### src/rtl/asc_word_to_hex_stream_if.sv
// Handshake bundle for the word-to-hex serializer: word input side and ASCII byte output side.
interface asc_word_to_hex_stream_if #(
  parameter int unsigned WIDTH = 32
);
  logic [WIDTH-1:0] in_data;
  logic             in_valid;
  logic             in_ready;
  logic [7:0]       out_char;
  logic             out_valid;
  logic             out_ready;

  modport master (
    output in_data, in_valid, out_ready,
    input  in_ready, out_char, out_valid
  );

  modport slave (
    input  in_data, in_valid, out_ready,
    output in_ready, out_char, out_valid
  );
endinterface

### src/rtl/asc_word_to_hex_stream.sv
// Serializes a WIDTH-bit word into ASCII hex characters, MS nybble first,
// with optional "0x" prefix and trailing separator.
module asc_word_to_hex_stream #(
  parameter int unsigned WIDTH     = 32,
  parameter bit          UPPER     = 1'b1,
  parameter bit          PREFIX_EN = 1'b0,
  parameter bit          SEP_EN    = 1'b1,
  parameter logic [7:0]  SEP_CHAR  = 8'h20
) (
  input  logic                      clk,
  input  logic                      rst,
  asc_word_to_hex_stream_if.slave   bus
);

  localparam int unsigned NDIG = WIDTH / 4;

  typedef enum logic [2:0] {
    IDLE,
    PFX0,
    PFX1,
    DIG,
    SEP
  } state_e;

  state_e           state_q, state_d;
  logic [WIDTH-1:0] shreg_q, shreg_d, shreg_nxt;
  logic [3:0]       cnt_q, cnt_d;
  logic [7:0]       char_q, char_d;
  logic             valid_q, valid_d;
  logic             handshake, last_char, accept, in_ready;

  function automatic logic [7:0] hex_char(input logic [3:0] n);
    if (n < 4'd10) return 8'h30 + {4'h0, n};
    return (UPPER ? 8'h41 : 8'h61) + {4'h0, n} - 8'd10;
  endfunction

  // in_ready reopens during the final handshake so words stream without a gap.
  always_comb begin
    handshake = valid_q & bus.out_ready;
    last_char = (state_q == SEP) || ((state_q == DIG) && (cnt_q == '0) && !SEP_EN);
    in_ready  = !rst && ((state_q == IDLE) || (last_char && handshake));
    accept    = bus.in_valid && in_ready;
    shreg_nxt = shreg_q << 4;
  end

  always_comb begin
    state_d = state_q;
    shreg_d = shreg_q;
    cnt_d   = cnt_q;
    char_d  = char_q;
    valid_d = valid_q;
    if (accept) begin
      shreg_d = bus.in_data;
      cnt_d   = 4'(NDIG - 1);
      valid_d = 1'b1;
      if (PREFIX_EN) begin
        state_d = PFX0;
        char_d  = 8'h30;
      end else begin
        state_d = DIG;
        char_d  = hex_char(bus.in_data[WIDTH-1 -: 4]);
      end
    end else if (handshake) begin
      unique case (state_q)
        PFX0: begin
          state_d = PFX1;
          char_d  = 8'h78;
        end
        PFX1: begin
          state_d = DIG;
          char_d  = hex_char(shreg_q[WIDTH-1 -: 4]);
        end
        DIG: begin
          if (cnt_q != '0) begin
            shreg_d = shreg_nxt;
            cnt_d   = cnt_q - 4'd1;
            char_d  = hex_char(shreg_nxt[WIDTH-1 -: 4]);
          end else if (SEP_EN) begin
            state_d = SEP;
            char_d  = SEP_CHAR;
          end else begin
            state_d = IDLE;
            valid_d = 1'b0;
          end
        end
        SEP: begin
          state_d = IDLE;
          valid_d = 1'b0;
        end
        default: begin
          state_d = IDLE;
          valid_d = 1'b0;
        end
      endcase
    end
  end

  always_ff @(posedge clk) begin
    if (rst) begin
      state_q <= IDLE;
      shreg_q <= '0;
      cnt_q   <= '0;
      char_q  <= '0;
      valid_q <= 1'b0;
    end else begin
      state_q <= state_d;
      shreg_q <= shreg_d;
      cnt_q   <= cnt_d;
      char_q  <= char_d;
      valid_q <= valid_d;
    end
  end

  assign bus.in_ready  = in_ready;
  assign bus.out_char  = char_q;
  assign bus.out_valid = valid_q;

endmodule

### src/flat_wrapper.sv
// flat-port wrapper written by rule: the top's interface ports become plain ports
module asc_word_to_hex_stream_flat 
#(
  parameter int unsigned WIDTH     = 32,
  parameter bit          UPPER     = 1'b1,
  parameter bit          PREFIX_EN = 1'b0,
  parameter bit          SEP_EN    = 1'b1,
  parameter logic [7:0]  SEP_CHAR  = 8'h20
)
  (clk, rst, bus_in_data, bus_in_valid, bus_out_ready, bus_in_ready, bus_out_char, bus_out_valid);
  asc_word_to_hex_stream_if #(.WIDTH(WIDTH)) bus_i ();
  input  logic clk;
  input  logic rst;
  input wire logic [$bits(bus_i.in_data)-1:0] bus_in_data;
  input wire logic [$bits(bus_i.in_valid)-1:0] bus_in_valid;
  input wire logic [$bits(bus_i.out_ready)-1:0] bus_out_ready;
  output wire logic [$bits(bus_i.in_ready)-1:0] bus_in_ready;
  output wire logic [$bits(bus_i.out_char)-1:0] bus_out_char;
  output wire logic [$bits(bus_i.out_valid)-1:0] bus_out_valid;
  assign bus_i.in_data = bus_in_data;
  assign bus_i.in_valid = bus_in_valid;
  assign bus_i.out_ready = bus_out_ready;
  assign bus_in_ready = bus_i.in_ready;
  assign bus_out_char = bus_i.out_char;
  assign bus_out_valid = bus_i.out_valid;
  asc_word_to_hex_stream #(.WIDTH(WIDTH), .UPPER(UPPER), .PREFIX_EN(PREFIX_EN), .SEP_EN(SEP_EN), .SEP_CHAR(SEP_CHAR)) u_core (.clk(clk), .rst(rst), .bus(bus_i));
endmodule
### config.mk
export PLATFORM = sky130hd
export DESIGN_NAME = asc_word_to_hex_stream_flat
export DESIGN_NICKNAME = d
export VERILOG_FILES = /design/src/rtl/asc_word_to_hex_stream_if.sv /design/src/rtl/asc_word_to_hex_stream.sv /design/src/flat_wrapper.sv
export SDC_FILE = /design/constraint.sdc
export NUM_CORES = 1
export LEC_CHECK = 0
export CAP_MARGIN = 20
export CORE_MARGIN = 4
export CORE_UTILIZATION = 50
export CTS_CLUSTER_DIAMETER = 50
export DETAILED_ROUTE_END_ITERATION = 12
export GPL_TIMING_DRIVEN = 0
export PLACE_DENSITY_LB_ADDON = 0.12
export SLEW_MARGIN = 5
export SYNTH_ARGS = -nofsm -noshare
export SYNTH_HDL_FRONTEND = slang
export SYNTH_SLANG_ARGS = --single-unit
### constraint.sdc
create_clock -name clk -period 2.3 [get_ports clk]
set_clock_uncertainty 0.15 [all_clocks]
set_input_delay 0.46 -clock clk [delete_from_list [all_inputs] [get_ports clk]]
set_output_delay 0.46 -clock clk [all_outputs]
set_load 0.05 [all_outputs]
Yosys cells after proc, flatten, opt, wreduce, memory -nomap -nowiden --
Cells that the tools add are included.
Operators by class: equality and inequality tests 7, reduce and logical (&&, ||, !) cells 19, multipliers 0, bitwise operators 1, shift-type cells 0, $lt $le $gt $ge 3, divide/modulo/power cells 0, muxes and demuxes 36, $add $sub $neg 10
Operators by type and width (count):
- $mux 32 | 4
- $mux 8 | 9
- $add 7x4->8 const A | 3
- $pmux 8 s3 | 1
- $sub 8x4->8 const B | 3
- $add 6x4->7 const A | 3
- $mux 3 | 5
- $mux 1 | 14
- $lt 4x4->1 const B | 3
- $pmux 3 s3 | 1
- $reduce_and 2->1 | 4
- $reduce_bool 4->1 | 2
- $eq 3x2->1 const B | 2
- $reduce_and 3->1 | 2
- $reduce_bool 2->1 | 3
- $mux 2 | 2
- $sub 4x1->4 const B | 1
- $eq 3x1->1 const B | 1
- $eq 3x3->1 const B | 1
- $logic_and 1x1->1 | 3
- $logic_not 3->1 | 1
- $ne 3x2->1 const B | 1
- $reduce_or 3->1 | 1
- $ne 2x1->1 const B | 1
- other kinds (5) | 5
Storage, ports and cells: logic and storage cells 83, output and inout bits 10, input port bits 36, memories kept 0, register bits 48, bits in latches 0, bits in writable memories 0, memory bits (read-only) 0

Longest topological paths before layout --
depth after elaboration 11, depth in mapped cells 8, mapped depth without buffers 6

Least setup slack after synthesis --
OpenSTA, ideal clock, no wires.
kind flip-flop to output port, start register u_core.valid_q (netlist: u_core.bus.out_valid), end output port bus_in_ready, setup slack -0.712 ns, stages on the path, launching flop included 3, arrival time 2.402 ns, cell sequence dfxtp_1 > a21boi_1 > nor4_1
Between the ends: longest elaborated chain between the ends 4
Ends and longest elaborated chain:
- from (decl) | RTL line asc_word_to_hex_stream.sv:29 | logic valid_q, valid_d;
- from (signal assigned) | RTL line asc_word_to_hex_stream.sv:110 | valid_q <= valid_d;
- $and 1x1->1 | RTL line asc_word_to_hex_stream.sv:39 | handshake = valid_q & bus.out_ready;
- $logic_and 1x1->1 | RTL line asc_word_to_hex_stream.sv:41 | in_ready = !rst && ((state_q == IDLE) || (last_char && handshake));
- $logic_or 1x1->1 | RTL line asc_word_to_hex_stream.sv:41
- $logic_and 1x1->1 | RTL line asc_word_to_hex_stream.sv:41
- to (decl) | RTL line flat_wrapper.sv:17 | output wire logic [$bits(bus_i.in_ready)-1:0] bus_in_ready;
No other way between the ends.

Final worst setup path --
start register u_core.valid_q (netlist: u_core.bus.out_valid), end output port bus_out_valid
RTL lines:
- to (decl) | RTL line flat_wrapper.sv:19 | output wire logic [$bits(bus_i.out_valid)-1:0] bus_out_valid;
No word-level cell between the ends.

==> impl_metrics.yaml <==
outcome:
  status: "finished, final reports clean"
critical_path:
  slowest_delay_ns: 0.84
  crit_family: "buffers and inverters"
  crit_chain: "clkdlybuf4s50_1"
  cp_slowest_cell: "clkdlybuf4s50_1"
  path_buf_inv: 1
  path_max_fanout: 5
  end_kind: "primary output"
  r2r_setup_slack_ns: 0.14
  required_ns: 1.69
  cp.arrival_ns: 1.59
  crit_path_start_kind: "flop"
  critPathKind: "reg2out"
  rr_startpoint: "u_core.bus.out_valid$_SDFFE_PP0P_"
  r2r-end: "u_core.bus.out_char[3]$_SDFFE_PP0P_"
  r2r_cells: 5
sta:
  relSlewSlack: 0.473
  tns_ns: 0
  setup_violations: 0
  grt_setup_unrepaired: "no"
  max_freq_mhz: 455
  final.setup.worst_slack_ns: 0.104
  finalCritPeriodShare: 0.955
  period_needed_ns: 2.20
  finalHoldViolCount: 0
  worstMarginPinSlew_ns: 0.790
  drv_slew: 0
synth:
  synth-seq-cells: 47
  synth_area_per_cell_um2: 8.94
  synth_cell_types: 44
  synth_top_area_cell: "dfxtp_1"
  synthFlopType: "dfxtp_1"
  syn-cell-area_um2: 2610
  synth-edff-count: 0
  synthArstFlopShare: 0
  synth_top_cell_area_share: 0.360
  synthTopCellsByArea: "dfxtp_1 36%, mux2i_1 11%, a211oi_2 8.1%"
  yosysSeqAreaShare: 0.360
  syn-num-nets: 332
  ys_warn_count: 0
  syn_inst: 292
place:
  preCtsSetupSlack_ns: -0.542
  gp_routability_congestion: 0.849
  numPortBuffers: 42
  dpl_cell_area_um2: 3130
  hpwl_mm: 4.66
floorplanning:
  io_pins: 46
  die-area_um2: 6440
  fp.dieW_um: 80.3
  start_util: 0.514
  placementRows: 26
  die_h_um: 80.3
  core_um2: 5070
global_routing:
  grt_overflow: 0
  grt_max_degree: 16
  grt.total_usage: 0.200
  grt_pass1_vias: 2169
  grt_pass1_wl_mm: 10.0
  antenna_found_initial: 0
cts:
  cts_sinks: 47
  tritoncts: "built"
  cts_max_path_buffers: 2
  clk_latency_ns: 0.30
  clkTransAtPathRegs_ns: 0.09
  cts_buffers: 5
  cts_hold_buf: 0
  root_buffer: "clkbuf_8"
  cts_max_level: 2
min_path:
  hold_path_depth: 2
  holdCritPathClass: "reg2reg"
  holdCritStartpoint: "u_core.bus.out_char[6]$_SDFFE_PP0P_"
  whs_endpoint: "u_core.bus.out_char[6]$_SDFFE_PP0P_"
power:
  power.leakage_nw: 1.09
  peakVddDrop_mv: 0.429
  powerDensity_nw_per_um2: 595
job:
  cap_violations: 0
detailed_routing:
  drc: 0
  ant_nets: 0
  initialDrtViolationCount: 135
  wl_mm: 6.33
  dr.pass1.iters: 4
  wire_per_inst_um: 15.2
  vias: 2349
  via_per_inst: 5.65
cells_and_area:
  area_growth_pct: 26.3
  fin_area_um2: 3300
  layout.nets: 385
  final_layout_size_suffix_gt1_frac: 0.162
  diodes: 0
  final.fill_count: 481
area by class of cell:
type / instances / area (um^2) / share of cell area
buffer: 24 / 150 / 0.0456
clock buffer: 5 / 68.8 / 0.0209
clock inverter: 3 / 18.8 / 0.00569
inverter: 11 / 41.3 / 0.0125
multi-input combinational: 210 / 1540 / 0.467
sequential: 47 / 941 / 0.285
tap: 70 / 87.6 / 0.0266
timing repair buffer: 46 / 450 / 0.137
cells in the final DEF (no fill, tap or decap), types with 2 or more instances in the layout:
cell type        instances
buf_4                    8
nor2_1                  36
clkbuf_2                 2
o21ai_0                 10
dlymetal6s2s_1           2
a2111oi_0                3
clkbuf_1                 9
mux2i_1                 28
a211oi_2                17
a211oi_1                17
or3_1                    4
or3b_2                   2
ha_1                     4
dfxtp_1                 47
nor4b_1                  3
nor4_1                   3
nor2b_1                  4
clkbuf_8                 5
nand2b_1                 5
nand3_1                  2
clkdlybuf4s50_1         39
nor3_1                   7
a21oi_1                 16
o21a_1                   2
buf_6                    5
nand2_1                 10
nand3b_1                 5
buf_2                    5
clkinv_2                 2
a31oi_1                  4
xnor2_1                  5
inv_1                   11
where the power goes:
group	switching, W	internal [W]	leakage [nW]
Clock	0.000284	0.000214	0.0483
Sequential	0.0000621	0.000886	0.385
Combinational	0.000284	0.000229	0.653
logic make-up after synthesis:
logic type	Yosys count	synth area share
other	1	0.00144
buffers and inverters	35	0.0690
AO/OA/AOI/OAI	81	0.244
XOR/XNOR	5	0.0168
adder cells (fa/ha/maj)	4	0.0192
flip-flops	47	0.360
multiplexers	29	0.112
AND/OR/NAND/NOR	90	0.178
through the flow:
| step | total power, W | hold slack (ns) | instances | util |
|---|---|---|---|---|
| after floorplan | 0.00130 | 0.310 | 292 | - |
| after global placement | 0.00146 | 0.319 | 404 | 0.617 |
| after detailed placement | 0.00147 | 0.334 | 404 | 0.617 |
| after CTS | 0.00197 | 0.346 | 412 | 0.638 |
| after global routing | 0.00206 | 0.375 | 416 | 0.649 |
| final | 0.00196 | 0.345 | 416 | 0.649 |
what timing repair did:
action | in CTS | in global routing
setup endpoints to repair | 33 | 28
gates cloned | 0 | 0
buffers inserted | 0 | 4
resized for setup | 12 | 8
worst max path at each step:
stage / start / end / depth (start not counted)
after floorplan: u_core.bus.out_valid$_SDFFE_PP0P_ / u_core.bus.out_char[3]$_SDFFE_PP0P_ / 5
after global placement: bus_out_ready / bus_in_ready / 4
after detailed placement: bus_out_ready / bus_in_ready / 4
after CTS: bus_out_ready / u_core.bus.out_char[3]$_SDFFE_PP0P_ / 5
after global routing: u_core.bus.out_valid$_SDFFE_PP0P_ / u_core.bus.out_char[3]$_SDFFE_PP0P_ / 5
final: u_core.bus.out_valid$_SDFFE_PP0P_ / bus_out_valid / 1
synthesized netlist by cell type (2+ instances only):
cell,instances
a2111oi_0,4
a211oi_1,17
a211oi_2,17
a21oi_1,16
a31oi_1,4
buf_2,6
buf_4,3
buf_6,4
clkbuf_1,11
dfxtp_1,47
ha_1,4
inv_1,11
mux2i_1,28
nand2_1,11
nand2b_1,5
nand3_1,2
nand3b_1,5
nor2_1,37
nor2b_1,4
nor3_1,7
nor3b_1,3
nor4_1,4
nor4b_1,3
o21a_1,2
o21ai_0,10
or3_1,4
or3b_2,2
xnor2_1,5
per-layer routing:
layer / track usage / up-vias / wire length [um]
met5: 0 / - / 0
met4: 0.0760 / 0 / 153
met3: 0.0437 / 15 / 274
met2: 0.341 / 59 / 3050
met1: 0.243 / 1099 / 2860
li1: - / 1176 / -
sequential cells by signal (all words and copies together) (netlist names):
| signal | cells |
|---|---|
| u_core.bus.out_char | 7 |
| u_core.bus.out_valid | 1 |
| u_core.cnt_q | 4 |
| u_core.shreg_q | 32 |
| u_core.state_q | 3 |
Note: power is estimated with default switching activity, not from simulation.
